## config.mk

```make
export PLATFORM = sky130hd
export DESIGN_NAME = spn_iter_core
export DESIGN_NICKNAME = d
export VERILOG_FILES = /design/src/rtl/spn_iter_core.sv
export SDC_FILE = /design/constraint.sdc
export NUM_CORES = 1
export LEC_CHECK = 0
export CAP_MARGIN = 30
export CORE_MARGIN = 5
export CORE_UTILIZATION = 55
export DETAILED_ROUTE_END_ITERATION = 8
export PLACE_DENSITY = 0.88
export REMOVE_ABC_BUFFERS = 1
export SKIP_CTS_REPAIR_TIMING = 1
export SYNTH_ARGS = -nofsm -noshare
export SYNTH_HDL_FRONTEND = slang
export SYNTH_SLANG_ARGS = --single-unit
```

## constraint.sdc

```tcl
create_clock -name clk -period 4.5 [get_ports clk]
set_input_delay 0.675 -clock clk [delete_from_list [all_inputs] [get_ports clk]]
set_output_delay 0.675 -clock clk [all_outputs]
set_load 0.01 [all_outputs]
```

## src/rtl/spn_iter_core.sv

```systemverilog
// Iterative SPN encryption core: ROUNDS rounds of key-add, S-box substitution and
// one-word rotation, sharing SBOX_N external combinational S-box lanes across the state.
module spn_iter_core #(
    parameter int WORD_W    = 9,
    parameter int WORDS     = 4,
    parameter int KEY_WORDS = 16,
    parameter int SBOX_N    = 2,
    parameter int ROUNDS    = 8
) (
    input  logic                              clk,
    input  logic                              rst,
    input  logic                              key_load,
    input  logic [WORD_W*KEY_WORDS-1:0]       key_in,
    input  logic                              in_valid,
    output logic                              in_ready,
    input  logic [WORD_W*WORDS-1:0]           din,
    output logic                              out_valid,
    input  logic                              out_ready,
    output logic [WORD_W*WORDS-1:0]           dout,
    output logic [SBOX_N*WORD_W-1:0]          sbox_x,
    input  logic [SBOX_N*WORD_W-1:0]          sbox_y,
    output logic [$clog2(ROUNDS+1)-1:0]       round_no,
    output logic                              busy
);
    localparam int STATE_W = WORD_W * WORDS;
    localparam int KEY_W   = WORD_W * KEY_WORDS;
    localparam int SUB_CYC = WORDS / SBOX_N;
    localparam int SC_W    = (SUB_CYC > 1) ? $clog2(SUB_CYC) : 1;
    localparam int RN_W    = $clog2(ROUNDS + 1);

    localparam logic [2:0] IDLE = 3'd0;
    localparam logic [2:0] ADD  = 3'd1;
    localparam logic [2:0] SUB  = 3'd2;
    localparam logic [2:0] ROT  = 3'd3;
    localparam logic [2:0] FIN  = 3'd4;
    localparam logic [2:0] DONE = 3'd5;

    logic [2:0]         st_q, st_d;
    logic [STATE_W-1:0] s_q, s_d;
    logic [KEY_W-1:0]   mk_q, mk_d;
    logic [KEY_W-1:0]   wk_q, wk_d;
    logic [SC_W-1:0]    sc_q, sc_d;
    logic [RN_W-1:0]    rn_q, rn_d;
    logic [STATE_W-1:0] rk;
    logic               accept;

    assign rk        = wk_q[KEY_W-1 -: STATE_W];
    assign in_ready  = (st_q == IDLE) && !rst;
    assign accept    = in_valid && in_ready;
    assign busy      = (st_q != IDLE);
    assign out_valid = (st_q == DONE);
    assign dout      = out_valid ? s_q : '0;
    assign round_no  = rn_q;

    // Lane l carries word sc_q*SBOX_N+l; idle lanes are held at zero.
    always_comb begin
        sbox_x = '0;
        if (st_q == SUB) begin
            for (int w = 0; w < WORDS; w++) begin
                if (w / SBOX_N == int'(sc_q))
                    sbox_x[(w % SBOX_N)*WORD_W +: WORD_W] = s_q[w*WORD_W +: WORD_W];
            end
        end
    end

    always_comb begin
        st_d = st_q;
        s_d  = s_q;
        mk_d = mk_q;
        wk_d = wk_q;
        sc_d = sc_q;
        rn_d = rn_q;
        case (st_q)
            IDLE: begin
                if (key_load) mk_d = key_in;
                if (accept) begin
                    s_d  = din;
                    wk_d = key_load ? key_in : mk_q;
                    rn_d = '0;
                    sc_d = '0;
                    st_d = ADD;
                end
            end
            ADD: begin
                s_d  = s_q ^ rk;
                wk_d = {wk_q[KEY_W-STATE_W-1:0], wk_q[KEY_W-1 -: STATE_W]};
                sc_d = '0;
                st_d = SUB;
            end
            SUB: begin
                for (int w = 0; w < WORDS; w++) begin
                    if (w / SBOX_N == int'(sc_q))
                        s_d[w*WORD_W +: WORD_W] = sbox_y[(w % SBOX_N)*WORD_W +: WORD_W];
                end
                if (int'(sc_q) == SUB_CYC - 1) st_d = ROT;
                else                           sc_d = sc_q + 1'b1;
            end
            ROT: begin
                s_d  = {s_q[STATE_W-WORD_W-1:0], s_q[STATE_W-1 -: WORD_W]};
                rn_d = rn_q + 1'b1;
                st_d = (int'(rn_q) < ROUNDS - 1) ? ADD : FIN;
            end
            FIN: begin
                s_d  = s_q ^ rk;
                st_d = DONE;
            end
            DONE: begin
                if (out_ready) st_d = IDLE;
            end
            default: st_d = IDLE;
        endcase
    end

    always_ff @(posedge clk) begin
        if (rst) begin
            st_q <= IDLE;
            s_q  <= '0;
            mk_q <= '0;
            wk_q <= '0;
            sc_q <= '0;
            rn_q <= '0;
        end else begin
            st_q <= st_d;
            s_q  <= s_d;
            mk_q <= mk_d;
            wk_q <= wk_d;
            sc_q <= sc_d;
            rn_q <= rn_d;
        end
    end
endmodule

```

==> results.yml, run 1 <==
clocking:
  clk_latency_ps: 510
  tritoncts: "done"
  cts_buffers: 35
  cts_num_sinks: 332
  clock_transition_at_path_regs_ps: 60
  cts-root-to-sink-buffers: 3
  cts.htree.levels: 2
  root_buffer: "clkbuf_16"
global_route:
  first_global_vias: 14400
  grt_max_degree: 215
  antenna_violations_before_repair: 10
  global_route_wire_length_before_repair_um: 74200
  grt_overflow_total: 0
  gr-usage-all-layers_pct: 26.5
logic_synthesis:
  post_synth_adder_cell_area_pct: 0.0755
  synth_xor_area_share_pct: 0.211
  synth-edff-count: 0
  ys_dominant_reg_cell: "dfxtp_1"
  yosys.cell_types.count: 46
  synth_simple_gate_area_share_pct: 15.8
  synth_seq_area_share_pct: 40.1
  yosys_register_bits: 332
  synth.yosys.warnings: 0
  synth.mux.area_fraction_pct: 10.0
  synth_cells: 1944
  mean_post_synth_cell_area_sq_um: 8.53
  synth_compound_gate_area_share_pct: 27.1
  share_of_synthesized_registers_carrying_an_async_set_or_reset_pct: 0
  synth_cell_area_sq_mm: 0.0166
  main_combinational_cell_family_by_area_after_synthesis: "compound AO/OA/AOI/OAI gates"
floorplanning:
  fp.dieH_um: 184
  fp-row-count: 63
  die_area_sq_mm: 0.0337
  std_cell_core_area_sq_mm: 0.0297
  floorplan.io_pins: 264
  fp.dieW_um: 184
  initial_core_util_pct: 55.8
drt:
  route.detailed.vias_per_inst: 6.08
  drc: 0
  dr.pass1.iters: 6
  routed-via-count: 15200
  drtAntennaViolNets: 0
  detailedRoute.firstIterationViolations: 1392
  drt-total-wl_um: 47700
  drt-wirelength-per-cell_um: 19.1
sta:
  max_slew_margin_pct: 35.9
  final_max_slew_viol_count: 0
  rsz0062_at_grt: "false"
  worst_slack_ps: 731
  setup-violations-final: 0
  worst-slew-pin-transition_ps: 959
  layout_min_cycle_time_ps: 3770
  hold_viol: 0
  skew_ps: 18.4
  fmax_mhz: 265
  min_period_over_period_pct: 83.8
min_path:
  holdCritStartpoint: "wk_q[15]"
  hold_path.class: "flip-flop to flip-flop"
place:
  numPortBuffers: 263
  placed_cells: 2429
  place_ws_ps: 1260
  dp_hpwl_um: 31400
  globalplace.congestion: 0.816
finish:
  layout_commonest_cell: "dfxtp_1"
  synthToLayoutAreaGrowth_pct: 21.7
  fillCellCount: 2273
  postLayoutCoreUtil_pct: 67.9
  nets: 2281
  layout.cells.non_filler: 2490
  layout-drive-gt1-share_pct: 8.11
  layout_common_cells: "dfxtp_1 (331), nand2_1 (321), clkdlybuf4s50_1 (261)"
power_and_ir_drop:
  max_vdd_drop_mv: 0.362
  power_density_mw_per_mm2: 420
  leakagePower_nw: 7.91
worst_setup_path:
  setup.worst_path.end_class: "output pin"
  worstSetupStartpoint: "st_q[2]"
  worst-endpoint-arrival_ps: 3090
  critical_path.slowest_cell: "dfxtp_1"
  critical_path.max_stage_delay_ps: 800
  cell_breakdown_of_the_critical_path: "and3_1 -> buf_4 -> and2_1 -> clkdlybuf4s50_1"
  path_max_fanout: 24
  worst-setup-path-type: "flip-flop to output pin"
  startpoint_kind_of_the_worst_setup_timing_path: "flip-flop"
  r2r-start: "st_q[0]"
  critical_path_required_ps: 3830
job:
  timing.max_cap.violations: 0
status:
  status: "completed"
==> cells in the mapped netlist (37+ instances only) <==
master | number | area (sq um)
nand2_1 | 321 | 1200
a21oi_1 | 172 | 861
nor2_1 | 175 | 657
mux2i_1 | 166 | 1660
nor2b_1 | 37 | 231
buf_2 | 81 | 405
dfxtp_1 | 332 | 6650
a211oi_1 | 144 | 1080
and2_1 | 37 | 231
o211ai_1 | 86 | 646
clkbuf_1 | 86 | 323
o211ai_2 | 60 | 751
==> layer usage <==
layer / GRT usage, % / wire, um / vias to the layer above / part of all wire [%]
met5: 0 / 45 / - / 0.094
met4: 11.2 / 1930 / 8 / 4.0
met3: 4.81 / 4000 / 137 / 8.4
met2: 43.1 / 22400 / 650 / 47
met1: 34.7 / 19300 / 7133 / 40
li1: - / - / 7222 / -
==> area by class of cell <==
| cell class | count | area [sq um] | area share (%) |
|---|---|---|---|
| Tap cell | 390 | 488 | 2.42 |
| Clock inverter | 11 | 139 | 0.688 |
| Antenna cell | 5 | 12.5 | 0.0620 |
| Inverter | 36 | 135 | 0.670 |
| Clock buffer | 44 | 962 | 4.77 |
| Timing Repair Buffer | 289 | 2930 | 14.5 |
| Multi-Input combinational cell | 1383 | 8870 | 43.9 |
| Sequential cell | 332 | 6650 | 32.9 |
==> cells by family after synthesis <==
group | Yosys count
buf+inv | 229
flops | 332
fa+ha+maj | 1
mux | 166
compound gates | 596
xor+xnor | 4
simple gates | 616
==> path summary, 6_finish.rpt <==
kind	end	slack, ps	cells past startpoint
setup / recovery	dout[33]	730	4
hold / removal	wk_q[15]	450	2
setup reg to reg	mk_q[8]	1550	6
hold reg to reg	wk_q[15]	450	2
==> where the power goes <==
group	total, mW	internal (mW)	switching [mW]	leakage [nW]
clock network	2.84	1.68	1.16	0.537
registers	3.67	3.35	0.323	2.73
logic	1.97	0.824	1.15	4.64
==> sequential cells by signal, summed over array words and instances (netlist names) <==
register	count
wk_q	144
sc_q	1
round_no	4
mk_q	144
s_q	36
st_q	3
==> metrics by stage <==
stage	power [mW]	area [sq um]	setup TNS, ps	hold WS (ps)
detailed placement	5.66	19000	0	444
CTS	8.48	20100	0	454
floorplan	5.11	15600	-1422730	426
global placement	5.55	19000	0	438
global route	8.87	20200	0	474
finish	8.48	20200	0	452
==> critical path: cells and delay by family, from the launching register on <==
kind | cells | cell delay, ps
buffers and inverters | 2 | 930
DFF | 1 | 800
and+or+nand+nor | 2 | 850
Power figures use the tool's default switching activity.
==> run 2: changes to the inputs <==
--- a/config.mk
+++ b/config.mk
@@ -7,9 +7,9 @@
 export LEC_CHECK = 0
 export CAP_MARGIN = 30
 export CORE_MARGIN = 5
-export CORE_UTILIZATION = 55
+export CORE_UTILIZATION = 49
 export DETAILED_ROUTE_END_ITERATION = 8
-export PLACE_DENSITY = 0.88
+export PLACE_DENSITY = 0.83
 export REMOVE_ABC_BUFFERS = 1
 export SKIP_CTS_REPAIR_TIMING = 1
 export SYNTH_ARGS = -nofsm -noshare
==> constraint.sdc (replaced) <==
create_clock -name clk -period 3.25 [get_ports clk]
set_input_delay 0.4875 -clock clk [delete_from_list [all_inputs] [get_ports clk]]
set_output_delay 0.4875 -clock clk [all_outputs]
set_load 0.01 [all_outputs]
==> results.yml, run 2 (synthesis results as in run 1) <==
status:
  status: "completed"
power_and_ir_drop:
  sw_frac_of_total_pct: 30.1
  power_density_mw_per_mm2: 600
  share_of_power_burned_in_combinational_logic_pct: 22.3
  clkPwrFrac_pct: 37.0
  power.share.sequential_pct: 40.7
  p_switching_mw: 3.74
  max_vdd_drop_mv: 0.410
  cellInternalPower_mw: 8.68
  leakagePower_nw: 8.15
drt:
  drtAntennaViolNets: 0
  drt-total-wl_um: 48200
  dr.pass1.iters: 5
  routed-via-count: 14900
  drc: 0
  route.detailed.vias_per_inst: 5.77
  drt-wirelength-per-cell_um: 18.7
  detailedRoute.firstIterationViolations: 888
clocking:
  cts_buffers: 38
  clock_transition_at_path_regs_ps: 60
  cts.htree.levels: 2
  root_buffer: "clkbuf_16"
  cts_num_sinks: 332
  cts-root-to-sink-buffers: 3
  clk_latency_ps: 520
  tritoncts: "done"
floorplanning:
  initial_core_util_pct: 49.6
  fp-row-count: 67
  floorplan.io_pins: 264
  std_cell_core_area_sq_mm: 0.0334
  fp.dieH_um: 194
  die_area_sq_mm: 0.0376
  fp.dieW_um: 194
sta:
  final_max_slew_viol_count: 0
  layout_min_cycle_time_ps: 3010
  worst_slack_ps: 244
  worst-slew-pin-transition_ps: 979
  min_period_over_period_pct: 92.5
  skew_ps: 9.57
  setup-violations-final: 0
  hold_viol: 0
  fmax_mhz: 333
  max_slew_margin_pct: 34.6
  rsz0062_at_grt: "false"
worst_setup_path:
  critical_path_required_ps: 2760
  critical_path.slowest_cell: "clkdlybuf4s50_1"
  worst-setup-path-type: "flip-flop to output pin"
  critical_path.max_stage_delay_ps: 550
  path_max_fanout: 17
  startpoint_kind_of_the_worst_setup_timing_path: "flip-flop"
  setup.worst_path.end_class: "output pin"
  worst-endpoint-arrival_ps: 2520
  worst-r2r-cell-count: 6
  cell_breakdown_of_the_critical_path: "buf_4 -> nand2b_2 -> or2_1 -> buf_16 -> nor2_1 -> clkdlybuf4s50_1"
global_route:
  global_route_wire_length_before_repair_um: 76900
  antenna_violations_before_repair: 10
  grt_overflow_total: 0
  grt_max_degree: 147
  gr-usage-all-layers_pct: 24.4
  first_global_vias: 14300
place:
  globalplace.congestion: 0.815
  place_ws_ps: 476
  dp_hpwl_um: 32300
  numPortBuffers: 263
finish:
  layout_commonest_cell: "dfxtp_1"
  layout_top_registers: "mk_q x144, wk_q x144, s_q x36"
  layout_common_cells: "dfxtp_1 (331), nand2_1 (321), clkdlybuf4s50_1 (261)"
  synthToLayoutAreaGrowth_pct: 24.8
  nets: 2299
  layout-drive-gt1-share_pct: 9.51
  postLayoutCoreUtil_pct: 61.9
min_path:
  hold_path.class: "input pin to flip-flop"
  holdPathStages: 2
job:
  timing.max_cap.violations: 0
## run 2: cell count changes in the layout (fill, tap and decap cells not counted), moves of 2 or more
| cell | change |
|---|---|
| clkinv_2 | +4 |
| clkinvlp_4 | -2 |
| buf_4 | +11 |
| buf_12 | +4 |
| clkbuf_1 | -2 |
| inv_6 | +2 |
| clkbuf_16 | +4 |
| clkbuf_8 | +7 |
| bufinv_16 | +2 |
## run 2: worst paths after layout
check | startpoint | endpoint | slack, ps
min | rst | st_q[2] | 280
max | st_q[1] | sbox_x[2] | 240
min reg2reg | wk_q[19] | wk_q[19] | 450
max reg2reg | st_q[0] | wk_q[29] | 830
## run 2: power groups by stage
stage / Combinational [mW] / Clock (mW) / Sequential, mW
finish: 2.77 / 4.60 / 5.06
global route: 3.05 / 4.86 / 5.13
CTS: 2.75 / 4.68 / 5.06
detailed placement: 2.73 / 0 / 5.14
global placement: 2.64 / 0 / 5.10
floorplan: 2.06 / 0 / 5.01
## run 2: final cells by class
cell class	instances	area, sq um
flip-flops and latches	332	6650
well taps	448	561
repair buffers	304	3100
diodes	6	15.0
clock buffers	53	1150
clock inverters	16	213
inverters	36	135
fillers	2705	12800
multi-input cells	1383	8870
## run 2: through the flow
stage | setup TNS [ps] | cells | power (mW) | hold WS, ps | instance area [sq um]
floorplan | -1832360 | 1751 | 7.08 | 426 | 15600
finish | 0 | 2578 | 12.4 | 278 | 20700
global placement | 0 | 2500 | 7.74 | 438 | 19200
detailed placement | 0 | 2502 | 7.87 | 443 | 19300
global route | 0 | 2578 | 13.0 | 275 | 20700
CTS | -727 | 2571 | 12.5 | 255 | 20600
## run 2: routing by layer
metal	global-route usage, %	wire [um]	part of all wire (%)	up-vias
met5	0	62	0.13	-
met4	9.53	1630	3.4	10
met3	6.41	3840	8.0	105
met2	39.0	22300	46	518
met1	31.7	20400	42	6965
li1	-	-	-	7287
## run 2: worst max-delay path, delay by kind of cell (launching register included)
family                 cells  cell delay [ps]
buffers and inverters      3             1050
AND/OR/NAND/NOR            3              610
flip-flops                 1              330
